### config.mk
export PLATFORM = sky130hd
export DESIGN_NAME = stack_unit
export DESIGN_NICKNAME = d
export VERILOG_FILES = /design/src/rtl/stack_unit.sv
export SDC_FILE = /design/constraint.sdc
export NUM_CORES = 1
export LEC_CHECK = 0
export BUFFER_PORTS_ARGS = -buffer_cell sky130_fd_sc_hd__buf_2
export CAP_MARGIN = 20
export CELL_PAD_IN_SITES_DETAIL_PLACEMENT = 1
export CELL_PAD_IN_SITES_GLOBAL_PLACEMENT = 1
export CORE_UTILIZATION = 59
export CTS_CLUSTER_DIAMETER = 200
export DETAILED_ROUTE_END_ITERATION = 16
export GPL_TIMING_DRIVEN = 1
export PLACE_DENSITY_LB_ADDON = 0.1
export SLEW_MARGIN = 20
export SYNTH_ARGS = -nofsm -noshare
export SYNTH_HDL_FRONTEND = slang
export SYNTH_SLANG_ARGS = --single-unit
### constraint.sdc
create_clock -name CLK -period 12.15 [get_ports CLK]
set_clock_uncertainty 0.15 [all_clocks]
set_input_delay 1.8225 -clock CLK [delete_from_list [all_inputs] [get_ports CLK]]
set_output_delay 1.8225 -clock CLK [all_outputs]
set_load 0.03 [all_outputs]
### src/rtl/stack_unit.sv
// stack_unit: hardware LIFO stack answering the MEM-stage Push/Pop interface.
// The top-of-stack value is returned combinationally in the request cycle.
// Full/Empty are decoded from the entry count. Overflow/Underflow are sticky
// until ErrClr or RST.
// Optional build macro STACK_WRAP_EN: a push while full overwrites the oldest
// entry (circular stack) instead of being dropped.
module stack_unit #(
  parameter int WIDTH  = 32,
  parameter int DEPTH  = 16,
  parameter int ADDR_W = 4
) (
  input  logic              CLK,
  input  logic              RST,
  input  logic              PushM,
  input  logic              PopM,
  input  logic [WIDTH-1:0]  WriteData,
  input  logic              ErrClr,
  output logic [WIDTH-1:0]  StackReadData,
  output logic [ADDR_W:0]   Count,
  output logic              Full,
  output logic              Empty,
  output logic              Overflow,
  output logic              Underflow
);

  localparam logic [ADDR_W-1:0] ONE_A   = {{(ADDR_W-1){1'b0}}, 1'b1};
  localparam logic [ADDR_W:0]   ONE_C   = {{ADDR_W{1'b0}}, 1'b1};
  localparam logic [ADDR_W:0]   ZERO_C  = {(ADDR_W+1){1'b0}};
  localparam logic [ADDR_W:0]   DEPTH_C = (ADDR_W+1)'(DEPTH);

  logic [WIDTH-1:0]  mem [DEPTH];
  logic [ADDR_W-1:0] top;
  logic [ADDR_W-1:0] top_m1;
  logic [ADDR_W-1:0] top_nxt;
  logic [ADDR_W-1:0] wr_addr;
  logic [ADDR_W:0]   count;
  logic [ADDR_W:0]   count_nxt;
  logic              wr_en;
  logic              ovf;
  logic              udf;
  logic              ovf_set;
  logic              udf_set;
  logic              is_full;
  logic              is_empty;

  assign is_full  = (count == DEPTH_C);
  assign is_empty = (count == ZERO_C);

  // Decode the request into a storage write, pointer/count update and error events.
  always_comb begin
    top_m1    = top - ONE_A;
    wr_en     = 1'b0;
    wr_addr   = top;
    top_nxt   = top;
    count_nxt = count;
    ovf_set   = 1'b0;
    udf_set   = 1'b0;
    case ({PushM, PopM})
      2'b10: begin
        if (!is_full) begin
          wr_en     = 1'b1;
          top_nxt   = top + ONE_A;
          count_nxt = count + ONE_C;
        end else begin
`ifdef STACK_WRAP_EN
          // Circular mode: overwrite the oldest slot, count stays at DEPTH.
          wr_en   = 1'b1;
          top_nxt = top + ONE_A;
`endif
          ovf_set = 1'b1;
        end
      end
      2'b01: begin
        if (!is_empty) begin
          top_nxt   = top_m1;
          count_nxt = count - ONE_C;
        end else begin
          udf_set = 1'b1;
        end
      end
      2'b11: begin
        if (!is_empty) begin
          // Replace the top entry: pointer and count do not move.
          wr_en   = 1'b1;
          wr_addr = top_m1;
        end else begin
          // Pop side underflows but the push side still lands.
          udf_set   = 1'b1;
          wr_en     = 1'b1;
          top_nxt   = top + ONE_A;
          count_nxt = ONE_C;
        end
      end
      default: begin
        wr_en = 1'b0;
      end
    endcase
  end

  // Storage write; contents are not cleared by reset, but a reset cycle blocks writes.
  always_ff @(posedge CLK) begin
    if (!RST && wr_en) begin
      mem[wr_addr] <= WriteData;
    end
  end

  // Pointer, count and sticky flag registers; a new error event beats ErrClr.
  always_ff @(posedge CLK) begin
    if (RST) begin
      top   <= {ADDR_W{1'b0}};
      count <= ZERO_C;
      ovf   <= 1'b0;
      udf   <= 1'b0;
    end else begin
      top   <= top_nxt;
      count <= count_nxt;
      ovf   <= ovf_set | (ovf & ~ErrClr);
      udf   <= udf_set | (udf & ~ErrClr);
    end
  end

  assign StackReadData = is_empty ? {WIDTH{1'b0}} : mem[top_m1];
  assign Count         = count;
  assign Full          = is_full;
  assign Empty         = is_empty;
  assign Overflow      = ovf;
  assign Underflow     = udf;

endmodule
======== Word level (Yosys, flattened, before mapping) ========
Memory sizes are Yosys's and may differ from the RTL's.
Index checks and enable logic that the tools add are counted.
cells by class
  reduce and logical (&&, ||, !) cells .... 7
  mux-type cells .......................... 18
  $add $sub $neg .......................... 4
  equality and inequality tests ........... 7
  bitwise gates (word level) .............. 5
operator list
  cell                 number
  $mux 32              1
  $mux 4               4
  $mux 5               3
  $pmux 5 s3           1
  $pmux 4 s3           1
  $mux 1               7
  $ne 2x2->1 const B   3
  $add 5x1->5 const B  1
  $eq 5x5->1 const B   1
  $logic_not 5->1      1
  $sub 5x1->5 const B  1
  $add 4x1->4 const B  1
  $eq 2x2->1 const B   2
  $reduce_and 4->1     1
  $sub 4x1->4 const B  1
  $reduce_and 3->1     1
  $reduce_bool 3->1    1
  $and 1x1->1          2
  $eq 2x1->1 const B   1
  $or 1x1->1           2
  $pmux 1 s2           1
  $reduce_or 2->1      1
  $logic_and 1x1->1    1
  $logic_not 1->1      1
  $not 1->1            1
word-level totals
  flip-flop bits (word level) ............. 11
  word-level logic and storage cells ...... 46
  memories kept ........................... 1
  output and inout bits ................... 41
  memory bits (writable) .................. 512
memory list
  memory  depth  bits a word  rd ports  clocked after Yosys merged registers in  write ports  line  source
  mem     16     32           1         0                                        1            31    logic [WIDTH-1:0] mem [DEPTH];

======== Depth between registers and ports, before layout ========
  word-level depth ........................ 6
  gate-level depth with buffers ........... 11
  mapped depth without buffers ............ 8

======== Worst setup path after synthesis ========
OpenSTA, ideal clock, no wires.
  path type ............................... input-to-reg
  start point ............................. input port PushM
  end point ............................... memory mem[13][0] (enable)
  data required time ...................... 11532 ps
  cell stages on the path ................. 6
  setup time .............................. 468 ps
  data arrival time ....................... 5105 ps
  path buffers ............................ 1
  setup slack ............................. 6427 ps
  cell sequence ........................... clkbuf_1 -> and2_1 -> o211ai_2 -> nor3_1 -> a31oi_1 -> nor3b_1
on the way
  longest elaborated chain between the ends .. 5
  elaborated cells between the ends (all ways) .. 7
  classes of those cells .................. 2 x eq/ne; 4 x mux; 1 x reduce/logical
RTL lines
  what                          line  source
  start, declared               14    input logic PushM,
  $eq 2x2->1                    58    case ({PushM, PopM})
  $pmux 1 s2                    58
  $logic_and 1x1->1             102   if (!RST && wr_en) begin
  $mux 1                        102
  $mux 1 (not written as such)  103   mem[wr_addr] <= WriteData;
  end, declared                 31
Parallel ways exist; a longest one is shown, timed or not.

======== Worst setup path in the final report ========
  start point ............................. register top[0]
  end point ............................... output port StackReadData[27]
on the way
  longest elaborated chain between the ends .. 3
RTL lines
  what                    line  source
  start, declared         32    logic [ADDR_W-1:0] top;
  start signal, assigned  110   top <= {ADDR_W{1'b0}};
  start signal, assigned  115   top <= top_nxt;
  $sub 4x1->4             51    top_m1 = top - ONE_A;
  $mem_v2 16x32           -
  $mux 32                 122   assign StackReadData = is_empty ? {WIDTH{1'b0}} : mem[top_m1];
  end, declared           18    output logic [WIDTH-1:0] StackReadData,
Every way passes these cells.

==> summary.md <==
| Metric | Value |
|---|---|
| Placement-stage cell area | 0.02141 mm^2 |
| Syn Inst Count | 916 |
| Clk sinks | 523 |
| Number of flops mapped to enable cells by yosys | 512 |
| Crit share post-route | 54.40% |
| Area leader, netlist | edfxtp_1 |
| All-Layer GR Usage | 26.49% |
| Critical setup path kind | reg -> out |
| Synth top area share | 75.55% |
| Drc violations | 0 |
| Fmax | 151.3 MHz |
| VDD IR max | 0.0003664 V |
| Initial Utilization | 60.39% |
| Yosys reg bits | 523 |
| Clock Tree Root | clkbuf_16 |
| Slew Viols, Final | 0 |
| Gpl congestion | 0.7802 |
| Tightest Pin Transition | 1.087 ns |
| First-pass iteration count of the detailed router | 5 |
| Count of input and output buffers | 77 |
| Via count | 9714 |
| Largest net degree at the start of global routing | 74 |
| DRT iter0 DRCs | 885 |
| Drt wl/cell | 30.07 um |
| Met3 Resource Use GR | 4.005% |
| Seq/Total Area, Yosys | 76.63% |
| Die Y | 187.7 um |
| Leak | 7.405 nW |
| Unique masters post-synth | 49 |
| R2r setup slk | 8.04 ns |
| Layout area overhead | 12.49% |
| WL final | 45340 um |
| Power per cell area | 254.3 mW/mm^2 |
| Max Cap Viol | 0 |
| Initial antenna violation count | 2 |
| HP Class | reg -> reg |
| Critical Path Fanout Max | 73 |
| Hold_buf cts | 0 |
| Arrival time at the worst endpoint | 4.64 ns |
| Worst rel slew slack | 27.56% |
| Die width | 187.7 um |
| GRT Max-Usage Layer | met2 |
| Startpoint types | flip-flop |
| I/O pin count | 78 |
| Final hold viol count | 0 |
| Finished Cell Area | 0.02289 mm^2 |
| Crit end category | output pin |
| Setup TNS | 0 ns |
| CTS clk-pin slew, worst paths | 0.06 ns |
| Grt met2 use | 44.96% |
| Mapped Area | 0.02035 mm^2 |
| Core area | 0.03370 mm^2 |
| CTS Buf Count | 51 |
| GR Overflow Total | 0 |
| Yosys warns | 0 |
| Syn Nets | 959 |
| CTS tree | done |
| Setup-failing EPs final | 0 |
| RSZ-0062 raised after global routing | no |
| Fin nets | 1064 |
| Worst skew pair latency | 0.55 ns |
| Post-DRT Antenna Nets | 0 |
| CTS Buffer Depth | 3 |
| CP Data Required Time | 10.18 ns |
| Die footprint | 0.03524 mm^2 |
| Dpl hpwl | 23660 um |
| Post-synth top flop | edfxtp_1 |
| Met1 Resource Use GR | 36.21% |
| Via density | 6.442 |
| # rows | 67 |
| Layout cells sized above 1 | 30.91% |
| H-tree depth | 2 |
| Vias in the first global route | 10280 |
| Syn avg cell area | 22.22 um^2 |
| First-pass GRT wire length | 66260 um |
| Core Util, Final | 67.93% |
| Most area-consuming cells after synthesis | edfxtp_1 (76%), mux4_2 (14%), mux2i_1 (3.3%), dfxtp_1 (1.1%), o22ai_1 (1.1%) |
| Fillers | 2674 |
| Synth async-reset ratio | 0% |
| Status | completed |
| Commonest non-fill, non-tap cell in the layout | edfxtp_1 |
| Min cycle time layout | 6.610 ns |
| Most frequent cells in the layout | edfxtp_1 (512), mux4_2 (129), buf_2 (77) |
| Post-CTS Resized | 0 |
| # Post-CTS Setup Buffers | 0 |
## worst paths after layout
kind	start	to	cells after the start
min reg2reg	Overflow	Overflow	2
min	Overflow	Overflow	2
max	top[0]	StackReadData[27]	7
max reg2reg	top[0]	mem[4][23]	6
## metal layers
layer / vias up / wire, um
met5: - / 13
met4: 2 / 1054
met3: 83 / 2489
met2: 340 / 23260
met1: 5202 / 18520
li1: 4087 / -
## worst max-delay path: stages (launching register included)
cell and delay (ns):
dfxtp_4 0.75, inv_1 0.23, ha_4 0.94, buf_4 0.94, mux4_2 0.38, mux2i_1 0.08
o22ai_1 0.38, buf_2 0.28
## sequential cells by signal, indices dropped and copies added (netlist names)
signal,count
mem,512
Count,5
top,4
Overflow,1
Underflow,1
## cells in the mapped netlist (all sizes together) (3+ instances only)
cell type / instances
clkbuf: 23
o22ai: 35
nand3: 3
mux2i: 68
or3: 3
mux4: 129
buf: 25
ha: 5
xor2: 4
edfxtp: 512
o21ai: 5
nor2: 21
nand2: 14
dfxtp: 11
nor3: 7
a22oi: 3
a21oi: 6
inv: 12
xnor2: 4
## power breakdown
group | internal [mW] | switching (mW) | leakage (nW)
registers | 2.09 | 0.0643 | 4.70
logic | 0.901 | 1.35 | 1.97
clock network | 0.788 | 0.629 | 0.729
## cells by family (layout without fill, tap and decap cells)
logic type	Yosys count	in the layout	synth area share, %
flip-flops	523	523	76.63
AO/OA/AOI/OAI	61	61	2.121
AND/OR/NAND/NOR	58	58	1.390
other	0	2	0
multiplexers	199	199	17.81
XOR/XNOR	8	8	0.3443
adder cells (fa/ha/maj)	6	6	0.4058
buffers and inverters	61	203	1.297
## cell type report
type / count / area (um^2) / area share [%]
diodes: 2 / 5.005 / 0.02186
clock buffers: 62 / 1318 / 5.755
inverters: 13 / 48.80 / 0.2132
clock inverters: 28 / 158.9 / 0.6941
repair buffers: 100 / 558.0 / 2.438
flip-flops and latches: 523 / 15600 / 68.14
multi-input cells: 332 / 4644 / 20.29
well taps: 448 / 560.5 / 2.449
## per-stage QoR
step / std cells / worst slack (ns) / hold WS (ns) / total power, mW
finish: 1508 / 5.540 / 0.3350 / 5.822
CTS: 1506 / 5.451 / 0.3387 / 5.887
global placement: 1416 / 6.083 / 0.3088 / 4.402
floorplan: 916 / 6.427 / 0.4165 / 3.812
global route: 1507 / 5.237 / 0.3513 / 6.053
detailed placement: 1416 / 6.037 / 0.3225 / 4.464
Power figures use the tool's default switching activity.
